$ cat src/rtl/alu_regfile_ctrl.sv
// Command sequencer and 8x8 register file feeding an external 8-bit ALU.
// Optional divide-by-zero trap enabled with the ALU_DIV0_TRAP_EN macro.
module alu_regfile_ctrl #(
  parameter int NUM_REGS = 8,
  parameter int DATA_W   = 8
) (
  input  logic              clk,
  input  logic              rst_n,
  input  logic              cmd_valid,
  output logic              cmd_ready,
  input  logic [4:0]        cmd_op,
  input  logic [2:0]        cmd_rd,
  input  logic [2:0]        cmd_ra,
  input  logic [2:0]        cmd_rb,
  input  logic              cmd_use_imm,
  input  logic [DATA_W-1:0] cmd_imm,
  input  logic              cmd_nowb,
  output logic [DATA_W-1:0] alu_a,
  output logic [DATA_W-1:0] alu_b,
  output logic              alu_carry_in,
  output logic [4:0]        alu_ctrl,
  input  logic [DATA_W-1:0] alu_result,
  input  logic [3:0]        alu_flags,
  output logic              rsp_valid,
  input  logic              rsp_ready,
  output logic [DATA_W-1:0] rsp_result,
  output logic [3:0]        rsp_flags,
  output logic [3:0]        status_flags,
  input  logic [2:0]        dbg_addr,
  output logic [DATA_W-1:0] dbg_data,
  output logic [1:0]        dbg_state
`ifdef ALU_DIV0_TRAP_EN
  ,
  output logic              div0_err
`endif
);

  // Handshakes: a transfer happens on a rising edge where valid and ready are
  // both high; valid is held by its source until that edge.

  typedef enum logic [1:0] {
    S_IDLE = 2'd0,
    S_EXEC = 2'd1,
    S_RESP = 2'd2
  } state_t;

  state_t state, state_nxt;
  logic   accept, capture;

  logic [DATA_W-1:0] rf [NUM_REGS];
  logic [2:0]        rd_q;
  logic              nowb_q;
  logic [DATA_W-1:0] rd_a, rd_b;
  logic              wb_en;

  always_ff @(posedge clk) begin
    if (!rst_n) state <= S_IDLE;
    else        state <= state_nxt;
  end

  always_comb begin
    state_nxt = state;
    accept    = 1'b0;
    capture   = 1'b0;
    case (state)
      S_IDLE: begin
        if (cmd_valid) begin
          accept    = 1'b1;
          state_nxt = S_EXEC;
        end
      end
      S_EXEC: begin
        capture   = 1'b1;
        state_nxt = S_RESP;
      end
      S_RESP: begin
        if (rsp_ready) state_nxt = S_IDLE;
      end
      default: state_nxt = S_IDLE;
    endcase
  end

  assign cmd_ready = rst_n && (state == S_IDLE);
  assign rsp_valid = (state == S_RESP);
  assign dbg_state = state;

  // r0 reads as zero regardless of storage contents.
  assign rd_a     = (cmd_ra == 3'd0)   ? '0 : rf[cmd_ra];
  assign rd_b     = (cmd_rb == 3'd0)   ? '0 : rf[cmd_rb];
  assign dbg_data = (dbg_addr == 3'd0) ? '0 : rf[dbg_addr];

`ifdef ALU_DIV0_TRAP_EN
  logic div0_hit;
  assign div0_hit = (alu_ctrl == 5'b00011) && (alu_b == '0);
  assign wb_en    = !nowb_q && (rd_q != 3'd0) && !div0_hit;
`else
  assign wb_en    = !nowb_q && (rd_q != 3'd0);
`endif

  always_ff @(posedge clk) begin
    if (!rst_n) begin
      for (int i = 0; i < NUM_REGS; i++) rf[i] <= '0;
      status_flags <= '0;
      alu_a        <= '0;
      alu_b        <= '0;
      alu_ctrl     <= '0;
      alu_carry_in <= 1'b0;
      rsp_result   <= '0;
      rsp_flags    <= '0;
      rd_q         <= '0;
      nowb_q       <= 1'b0;
    end else begin
      if (accept) begin
        alu_a        <= rd_a;
        alu_b        <= cmd_use_imm ? cmd_imm : rd_b;
        alu_ctrl     <= cmd_op;
        alu_carry_in <= status_flags[0];
        rd_q         <= cmd_rd;
        nowb_q       <= cmd_nowb;
      end
      if (capture) begin
        rsp_result   <= alu_result;
        rsp_flags    <= alu_flags;
        status_flags <= alu_flags;
        if (wb_en) rf[rd_q] <= alu_result;
      end
    end
  end

`ifdef ALU_DIV0_TRAP_EN
  always_ff @(posedge clk) begin
    if (!rst_n)                    div0_err <= 1'b0;
    else if (capture && div0_hit)  div0_err <= 1'b1;
  end
`endif

endmodule
$ cat config.mk
export PLATFORM = sky130hd
export DESIGN_NAME = alu_regfile_ctrl
export DESIGN_NICKNAME = d
export VERILOG_FILES = /design/src/rtl/alu_regfile_ctrl.sv
export SDC_FILE = /design/constraint.sdc
export NUM_CORES = 1
export LEC_CHECK = 0
export CORE_ASPECT_RATIO = 0.8
export CORE_MARGIN = 3
export CORE_UTILIZATION = 53
export DETAILED_ROUTE_END_ITERATION = 8
export GPL_TIMING_DRIVEN = 1
export PLACE_DENSITY = 0.88
export SETUP_SLACK_MARGIN = 0.05
export SYNTH_ARGS = -nofsm -noshare
export SYNTH_HDL_FRONTEND = slang
export SYNTH_SLANG_ARGS = --single-unit
$ cat constraint.sdc
create_clock -name clk -period 2.4 [get_ports clk]
set_input_delay 0.6 -clock clk [delete_from_list [all_inputs] [get_ports clk]]
set_output_delay 0.6 -clock clk [all_outputs]
set_load 0.01 [all_outputs]
==> reports/results.txt, run 1 <==
Seq/Total Area, Yosys: 49.3%
CP Launch Type: input port
Area of the die: 10700 um2
Largest family of logic cells by synthesized area: simple AND/OR/NAND/NOR gates
Max Buffers Root-to-Sink: 2
CTS Buf Count: 9
Failing checks: negative setup slack
Leading area contributor after synthesis: edfxtp_1
Flops & latches, synth: 96
Port bufs: 92
Clock Sinks: 96
Setup slack, reg-to-reg: 0.46 ns
Worst reg2reg startpoint: dbg_state[0]
Min-Delay Path Class: reg -> reg
Syn Area/Cell: 10.8 um2
Mapped Nets: 511
Drc violations: 0
Setup WS pre-CTS: -0.686 ns
Synthesized instance count: 468
Largest fanout on the critical path: 6
Pwr dens: 604 nW/um2
Die Span Y: 93.2 um
Routed len/inst: 21.0 um
Yosys Warn Count: 0
Final period utilization: 102%
Setup violators final: 1
Area growth syn-to-layout: 35.0%
Layout cells sized above 1: 20.2%
Synth unique cells: 45
Vias in the first global route: 4198
Delay-heaviest family, CP: buffers and inverters
Initial DRC Count: 441
Initial antenna violation count: 0
Final #Nets: 633
Drt total wl: 14900 um
Yosys top cell area share: 33.4%
Setup ws final: -0.0410 ns
Synth Area in XOR/XNOR: 0%
GR Overflow Total: 0
Status: complete, but fails checks
Area contributors post-synth: edfxtp_1 (33%), dfxtp_1 (16%), mux2i_1 (8.0%)
Critical Path End Type: output port
Hold_buf cts: 0
Crit-path most repeated cell: buf_2
GRT Overall Usage: 27.6%
Hold path start: alu_b[6]
Skew-Pair Late Insertion Delay: 0.35 ns
Critical Path RT: 1.80 ns
First-pass GRT wire length: 22600 um
Hold Violations, Final: 0
DRT antenna net count: 0
Max Slew Vio Count: 0
Largest net degree at the start of global routing: 28
Stages on worst setup path: 7
Critical path class: in -> out
Detail Placement HPWL: 10700 um
Die X: 115 um
Worst setup path startpoint: dbg_addr[1]
Maximum vdd drop: 0.000505 V
Row cnt: 31
Finished Core Util: 74.2%
H-tree depth: 3
CTS clock-pin slew for the worst setup and hold paths: 0.07 ns
Static leakage: 2.68 nW
FF-to-FF End: rf[7][6]
Synth Area in Compound Gates: 12.8%
CORE AREA: 9150 um2
Post-Synth Simple-Gate Area: 17.4%
Path depth of the worst reg2reg path: 5
RSZ-0062 raised after global routing: true
CP bufs+invs: 4
Setup Skew: 0.00598 ns
Mux cell area share after synthesis: 15.6%
Hold slack final: 0.451 ns
ANT cells: 0
Crit-path cells: buf_2 -> buf_6 -> buf_4 -> mux2_2 -> a221oi_2 -> a21oi_1 -> buf_2
CP Data Arrival Time: 1.84 ns
TritonCTS clock tree: yes
Adder-cell share of the synthesized area: 0%
Max Cap Violations: 0
Worst Tran Pin Value: 0.539 ns
Starting Density: 55.0%
Crit path to: dbg_data[6]
Gpl congestion: 0.963
# IOs: 93
Critical-path top delay cell: mux2_2
CP max stage delay: 0.33 ns
Drt via density: 6.09
DRT Pass-1 Iters: 5
Slew headroom: 63.2%
Root buffer cell: clkbuf_16
Via count: 4327
Min Clock Period, post-route: 2.44 ns
Fmax: 410 MHz
Synth Cell Area: 5040 um2
cell usage after synthesis, drive strengths merged:
master,n
and2,57
o311ai,1
a21oi,38
a32o,1
inv,11
a211o,1
edfxtp,56
o21ai,22
a31oi,1
and2b,2
dfxtp,40
o22ai,8
nor2,9
and3b,2
clkbuf,9
a221oi,12
nand2b,12
nor3,7
mux2,16
o2111ai,2
a311oi,2
a32oi,2
buf,24
a211oi,5
nor4,1
a22oi,1
a2111oi,2
nand2,56
nor3b,4
a221o,4
mux4,9
nand3,6
nand4b,1
nor2b,4
mux2i,40
worst reg2reg max path, cell delays in order (launching register included):
cell      delay, ns
dfxtp_1        0.52
and2b_1        0.25
nand4b_2       0.22
buf_4          0.21
o21ai_0        0.23
buf_4          0.22
area by class of cell:
cell class	instances	area [um2]
sequential	96	2480
tap	115	144
inverter	11	41.3
clock buffer	9	225
timing repair buffer	144	1430
clock inverter	7	92.6
multi-input combinational	328	2380
fill	614	2360
sequential cells by signal, summed over array words and instances, names as in the netlist:
name / count
alu_b: 8
nowb_q: 1
alu_a: 8
status_flags: 4
rsp_result: 8
dbg_state: 2
alu_carry_in: 1
alu_ctrl: 5
rd_q: 3
rf: 56
kinds of logic (layout without fill, tap and decap cells):
logic type      after synthesis  in the layout
simple gates                161            161
compound gates              102            102
flops                        96             96
mux                          65             65
buf+inv                      44            171
repair_timing:
item | 4_1_cts | 5_1_grt
pin swaps | 1 | 2
setup buffers | 4 | 3
setup endpoints to repair | 9 | 6
gates cloned | 2 | 0
resized for setup | 56 | 6
hold endpoints to repair | 0 | 0
metal layers:
layer	vias to the layer above	share of wire (%)	track usage, %	wire (um)
li1	1961	-	-	-
met1	2026	40	36.8	5900
met2	282	46	43.8	6860
met3	58	11	6.86	1620
met4	0	3.4	10.1	500
met5	-	0	0	0
worst min path at each step:
stage / to / slack [ns] / cells after the start
detailed placement: alu_b[6] / 0.44 / 2
global route: alu_b[7] / 0.48 / 1
CTS: alu_b[6] / 0.45 / 2
finish: alu_b[6] / 0.45 / 2
global placement: alu_b[2] / 0.44 / 2
floorplan: nowb_q / 0.46 / 2
placed cells by master (no fill, tap or decap), types with 9 or more instances in the layout:
master and n:
nand2b_1 12, inv_1 9, buf_2 9, clkdlybuf4s50_1 81, a21oi_1 37, clkbuf_16 9, buf_12 10, mux2i_1 40
mux2_2 15, edfxtp_1 56, dfxtp_1 40, and2_1 57, nor2_1 9, buf_4 37, o21ai_0 15, nand2_1 55
power breakdown:
part	internal, mW	switching [mW]
Combinational	0.358	0.321
Clock	0.843	0.685
Sequential	1.82	0.0791
Total	3.02	1.09
through the flow:
stage               total power, mW  instances  TNS [ns]  area, um2
finish                         4.10        710   -0.0410       6800
global route                   4.24        710   -0.0814       6800
CTS                            4.10        707   -0.0609       6760
detailed placement             2.57        685     -6.17       6330
global placement               2.54        685     -4.81       6330
floorplan                      2.22        468         0       5040
Power figures use the tool's default switching activity.
==> inputs of run 2 (changes only) <==
CELL_PAD_IN_SITES_DETAIL_PLACEMENT = 1   (was default)
CELL_PAD_IN_SITES_GLOBAL_PLACEMENT = 2   (was default)
CORE_UTILIZATION = 34   (was 53)
GPL_ROUTABILITY_DRIVEN = 0   (was default)
==> reports/results.txt, run 2 (synthesis gave the netlist of run 1 again) <==
Status: completed
Skew-Pair Late Insertion Delay: 0.36 ns (about the same)
Crit path to: dbg_data[3]
Max Buffers Root-to-Sink: 2 (unchanged)
CTS Buf Count: 9 (unchanged)
TritonCTS clock tree: yes
Static leakage: 2.66 nW (-0.77%)
Drc violations: 0 (unchanged)
Clock Sinks: 96 (unchanged)
Commonest cells after routing, fill and taps aside: clkdlybuf4s50_1 (81), and2_1 (57), edfxtp_1 (56), nand2_1 (55)
Starting Density: 35.0% (-20 points)
H-tree depth: 3 (unchanged)
GR Overflow Total: 0 (unchanged)
Hold_buf cts: 0 (unchanged)
Critical Path End Type: output port
ANT cells: 0 (unchanged)
CORE AREA: 14400 um2 (+57%)
Setup WS pre-CTS: -0.885 ns (-0.199 ns)
Detail Placement HPWL: 12300 um (+16%)
Die Span Y: 115 um (+23%)
Fmax: 429 MHz (+4.8%)
Worst reg2reg startpoint: dbg_state[0]
Fin Setup TNS: 0 ns (+0.0410 ns)
Setup ws final: 0.0704 ns (+0.111 ns)
Min-Delay Path Class: reg -> reg
Hold slack final: 0.457 ns (+0.00565 ns)
Critical path class: in -> out
Critical Path RT: 1.80 ns (about the same)
DRT Pass-1 Iters: 4 (-1)
Drt via density: 5.37 (-12%)
RSZ-0062 raised after global routing: true
Setup Skew: 0.0137 ns (+0.00773 ns)
Layout cells sized above 1: 20.8% (+0.64 points)
Worst setup path startpoint: dbg_addr[1]
CP Data Arrival Time: 1.73 ns (-0.11 ns)
Min Clock Period, post-route: 2.33 ns (-0.111 ns)
Largest net degree at the start of global routing: 28 (unchanged)
CTS clock-pin slew for the worst setup and hold paths: 0.07 ns (about the same)
CP Launch Type: input port
Max Slew Vio Count: 0 (unchanged)
Drt total wl: 16600 um (+11%)
Worst Tran Pin Value: 0.661 ns (+0.122 ns)
Pwr dens: 589 nW/um2 (-2.5%)
Vias in the first global route: 4564 (+8.7%)
Setup slack, reg-to-reg: 0.58 ns (+0.12 ns)
Final period utilization: 97.1% (-4.6 points)
Setup violators final: 0 (-1)
First-pass GRT wire length: 26100 um (+15%)
DRT antenna net count: 0 (unchanged)
Port bufs: 92 (unchanged)
Largest fanout on the critical path: 4 (-2)
Root buffer cell: clkbuf_16
Largest register by flop count: rf
Commonest non-fill, non-tap cell in the layout: clkdlybuf4s50_1
# IOs: 93 (unchanged)
Path depth of the worst reg2reg path: 5 (unchanged)
Via count: 4190 (-3.2%)
FF-to-FF End: rf[7][6]
Die X: 142 um (+24%)
Maximum vdd drop: 0.000337 V (-33%)
Max FFs per register: 56 (unchanged)
Area growth syn-to-layout: 36.3%
Initial antenna violation count: 0 (unchanged)
Slew headroom: 55.8% (-7.4 points)
Hold Violations, Final: 0 (unchanged)
Initial DRC Count: 353 (-20%)
Routed len/inst: 21.2 um (+1.2%)
Area of the die: 16300 um2 (+52%)
Max Cap Violations: 0 (unchanged)
GRT Overall Usage: 20.9% (-6.7 points)
Final #Nets: 634 (+0.16%)
Row cnt: 39 (+26%)
## run 2: changes by cell type in the layout (fill, tap and decap cells not counted), moves of 2 or more
| cell | delta |
|---|---|
| buf_4 | +3 |
| inv_8 | -3 |
| a21oi_1 | -2 |
| a21oi_2 | +2 |
## run 2: routing by layer
layer | vias up | track usage [%] | wire (um) | share of wire [%]
li1 | 1958 | - | - | -
met1 | 2051 | 27.4 | 7380 | 45
met2 | 160 | 33.5 | 7650 | 46
met3 | 21 | 5.53 | 1110 | 6.7
met4 | 0 | 7.35 | 411 | 2.5
met5 | - | 0 | 0 | 0
## run 2: stage by stage
| step | utilization (%) | area [um2] | total power [mW] | instances |
|---|---|---|---|---|
| 2_1_floorplan | - | 5040 | 2.22 | 468 |
| 3_3_place_gp | 44.9 | 6460 | 2.56 | 759 |
| 3_5_place_dp | 44.9 | 6460 | 2.59 | 759 |
| 4_1_cts | 47.4 | 6830 | 4.07 | 780 |
| 5_1_grt | 47.7 | 6870 | 4.22 | 780 |
| 6_report | 47.7 | 6870 | 4.04 | 780 |
## run 2: report_power, final
part / switching (mW) / leakage (nW) / internal (mW)
registers: 0.0790 / 0.906 / 1.82
clock network: 0.701 / 0.148 / 0.759
logic: 0.331 / 1.60 / 0.357
total: 1.11 / 2.66 / 2.93
## run 2: how the worst min path moves through the flow
stage	start	to	depth (start not counted)
after floorplan	nowb_q	nowb_q	2
after global placement	alu_b[3]	alu_b[3]	2
after detailed placement	rsp_result[5]	rsp_result[5]	2
after CTS	alu_b[1]	alu_b[1]	2
after global routing	alu_b[1]	alu_b[1]	2
final	alu_b[1]	alu_b[1]	2
## run 2: area by class of cell
type | instances | area [um2]
Fill cell | 1540 | 7530
Sequential cell | 96 | 2480
Multi-Input combinational cell | 328 | 2390
Timing Repair Buffer | 145 | 1420
Clock buffer | 10 | 239
Tap cell | 184 | 230
Clock inverter | 6 | 62.6
Inverter | 11 | 41.3
## run 2: what timing repair did
action | CTS | global route
setup buffers | 3 | 0
endpoints found under the setup margin | 9 | 8
hold endpoints to repair | 0 | 0
pin swaps | 3 | 3
resized for setup | 56 | 10
cloned | 2 | 0
## run 2: worst max-delay path, stage by stage
cell	delay, ns
buf_4	0.13
buf_6	0.12
mux2_2	0.36
a221oi_4	0.29
a21oi_2	0.07
buf_2	0.15
==> inputs of run 3 (changes only) <==
ABC_AREA = 1   (was default)
CORE_MARGIN = 2   (was 3)
CORE_UTILIZATION = 30   (was 34)
PLACE_DENSITY = 0.86   (was 0.88)
==> reports/results.txt, run 3 <==
GR Overflow Total: 0 (unchanged)
Skew-Pair Late Insertion Delay: 0.36 ns (about the same)
Setup WS pre-CTS: -0.592 ns (+0.293 ns)
Leading area contributor after synthesis: edfxtp_1
Power share of the combinational group: 17.4% (+0.4 points)
TritonCTS clock tree: yes
Critical Path End Type: output port
Layout cells sized above 1: 10.4% (-10 points)
Area contributors post-synth: edfxtp_1 (35%), dfxtp_1 (15%), nand2_1 (12%)
Critical-path top delay cell: bufbuf_16
Pwr dens: 607 nW/um2 (+3.0%)
Synth unique cells: 22 (-51%)
CP Launch Type: input port
Predominant post-synthesis flop cell: edfxtp_1
Min Clock Period, post-route: 2.26 ns (-0.0734 ns)
Synthesized instance count: 735 (+57%)
Fmax: 443 MHz (+3.3%)
Area of the die: 19300 um2 (+18%)
Port bufs: 92 (unchanged)
DRT antenna net count: 0 (unchanged)
Routed len/inst: 19.3 um (-9.0%)
Area growth syn-to-layout: 30.8%
Setup violators final: 0 (unchanged)
Critical path class: in -> out
Setup Skew: 0.00775 ns (-0.00596 ns)
Root buffer cell: clkbuf_16
Storage cell area: 2720 um2 (+9.7%)
Clk pwr share: 34.6% (-1.5 points)
Yosys top cell area share: 35.2% (+1.8 points)
Finished Core Util: 39.7% (-8.0 points)
Via count: 5427 (+30%)
Synth Cell Area: 5460 um2 (+8.4%)
FFs w/ async S/R, synth: 0% (unchanged)
CTS Buf Count: 9 (unchanged)
Setup ws final: 0.144 ns (+0.0734 ns)
RSZ-0062 raised after global routing: true
CORE AREA: 18000 um2 (+25%)
Crit-path cells: buf_2 -> bufbuf_16 -> a21oi_1 -> o21ai_0 -> nand3_1 -> nand2_1 -> nor2_2 -> buf_2
Initial antenna violation count: 0 (unchanged)
Max Buffers Root-to-Sink: 2 (unchanged)
CP max stage delay: 0.29 ns (-0.07 ns)
Clock Sinks: 104 (+8.3%)
DRT Pass-1 Iters: 5 (+1)
First-pass GRT wire length: 31800 um (+22%)
Min-Delay Path Class: reg -> reg
# IOs: 93 (unchanged)
Flops & latches, synth: 104 (+8.3%)
Static leakage: 3.08 nW (+16%)
Max Slew Vio Count: 0 (unchanged)
Largest net degree at the start of global routing: 43 (+54%)
Yosys Warn Count: 0 (unchanged)
Most frequent cell after synthesis: nand2_1
Maximum vdd drop: 0.000377 V (+12%)
Status: completed
Setup Buffers After CTS: 0 (-3)
Initial DRC Count: 393 (+11%)
Sw Pwr: 1.24 mW (+12%)
Largest fanout on the critical path: 18 (+14)
Hold Violations, Final: 0 (unchanged)
CTS clock-pin slew for the worst setup and hold paths: 0.07 ns (about the same)
Sequential share of power: 48.0% (+1.1 points)
Crit-path most repeated cell: buf_2
Starting Density: 30.3% (-4.7 points)
Non-filler cells, final: 1084 (+39%)
Seq/Total Area, Yosys: 49.9% (+0.57 points)
Commonest non-fill, non-tap cell in the layout: nand2_1
Internal power: 3.09 mW (+5.5%)
GRT Overall Usage: 22.2% (+1.3 points)
Vias in the first global route: 5400 (+18%)
Post-synth top cells: nand2_1 (179), nor2_1 (144), o21ai_0 (91), inv_1 (65), edfxtp_1 (64)
Cells after DPL: 1066 (+40%)
Drt total wl: 20900 um (+26%)
Max FFs per register: 64 (+14%)
Drc violations: 0 (unchanged)
CP Data Arrival Time: 1.66 ns (-0.07 ns)
H-tree depth: 3 (unchanged)
Commonest cells after routing, fill and taps aside: nand2_1 (179), nor2_1 (143), o21ai_0 (87), clkdlybuf4s50_1 (80)
Critical Path RT: 1.80 ns (about the same)
Row cnt: 44 (+13%)
Syn Area/Cell: 7.43 um2 (-31%)
Max Cap Violations: 0 (unchanged)
Net Sw Frac: 28.6% (+1.1 points)
Die Span Y: 125 um (+8.5%)
ANT cells: 0 (unchanged)
Final #Nets: 892 (+41%)
Drt via density: 5.01 (-6.8%)
Largest register by flop count: rf
Detail Placement HPWL: 15800 um (+28%)
Number of enable flip-flop cells after synthesis: 64 (+14%)
Multi-input logic area: 2320 um2 (-3.1%)
Final-layout fill cell count: 2223 (+44%)
Final period utilization: 94.0% (-3.1 points)
Fin Setup TNS: 0 ns (unchanged)
Die X: 155 um (+9.0%)
-- run 3: logic make-up (layout without fill, tap and decap cells) --
family | count (synthesis) | after routing | synth area share [%]
and+or+nand+nor | 377 | 377 | 28.2
AOI/OAI and AO/OA | 144 | 144 | 13.6
buffers and inverters | 109 | 221 | 8.27
DFF | 104 | 104 | 49.9
other | 1 | 8 | 0.0687
-- run 3: final timing paths --
path | endpoint | slack [ns] | startpoint | depth (start not counted)
min | alu_b[6] | 0.46 | alu_b[6] | 2
max | dbg_data[7] | 0.14 | dbg_addr[0] | 8
max reg2reg | rf[1][1] | 0.74 | dbg_state[0] | 6
min reg2reg | alu_b[6] | 0.46 | alu_b[6] | 2
-- run 3: area by class of cell --
| type | instances | area share [%] |
|---|---|---|
| clock buffer | 10 | 3.50 |
| sequential | 104 | 38.1 |
| timing repair buffer | 133 | 17.5 |
| clock inverter | 6 | 0.631 |
| multi-input combinational | 529 | 32.5 |
| inverter | 72 | 3.78 |
| tap | 230 | 4.03 |
-- run 3: through the flow --
step           hold WS, ns  area [um2]  total power [mW]
2_1_floorplan        0.456        5490              2.46
5_1_grt              0.471        7140              4.53
4_1_cts              0.459        7180              4.38
3_5_place_dp         0.446        6840              2.87
3_3_place_gp         0.437        6840              2.87
6_report             0.457        7140              4.33
-- run 3: power by group through the flow --
stage / registers, mW / logic (mW) / clock network (mW)
finish: 2.08 / 0.752 / 1.50
global route: 2.09 / 0.835 / 1.61
CTS: 2.08 / 0.765 / 1.54
detailed placement: 2.12 / 0.758 / 0
global placement: 2.11 / 0.752 / 0
floorplan: 2.10 / 0.364 / 0
-- run 3: critical path: cells and delay by family --
kind                   cells  cell delay, ns
and+or+nand+nor            3            0.25
AOI/OAI and AO/OA          2            0.24
buffers and inverters      3            0.57
-- run 3: metal layers --
metal,track usage [%],share of wire (%),vias up
met5,0,0,-
met4,7.46,2.6,0
met3,5.15,8.5,39
met2,33.5,43,214
met1,31.3,46,2574
li1,-,-,2600
-- run 3: repair_timing --
item,CTS,global route
gates cloned,2,0
pin swaps,1,1
gates resized for setup,36,13
endpoints found under the setup margin,9,8
hold buffers,0,0
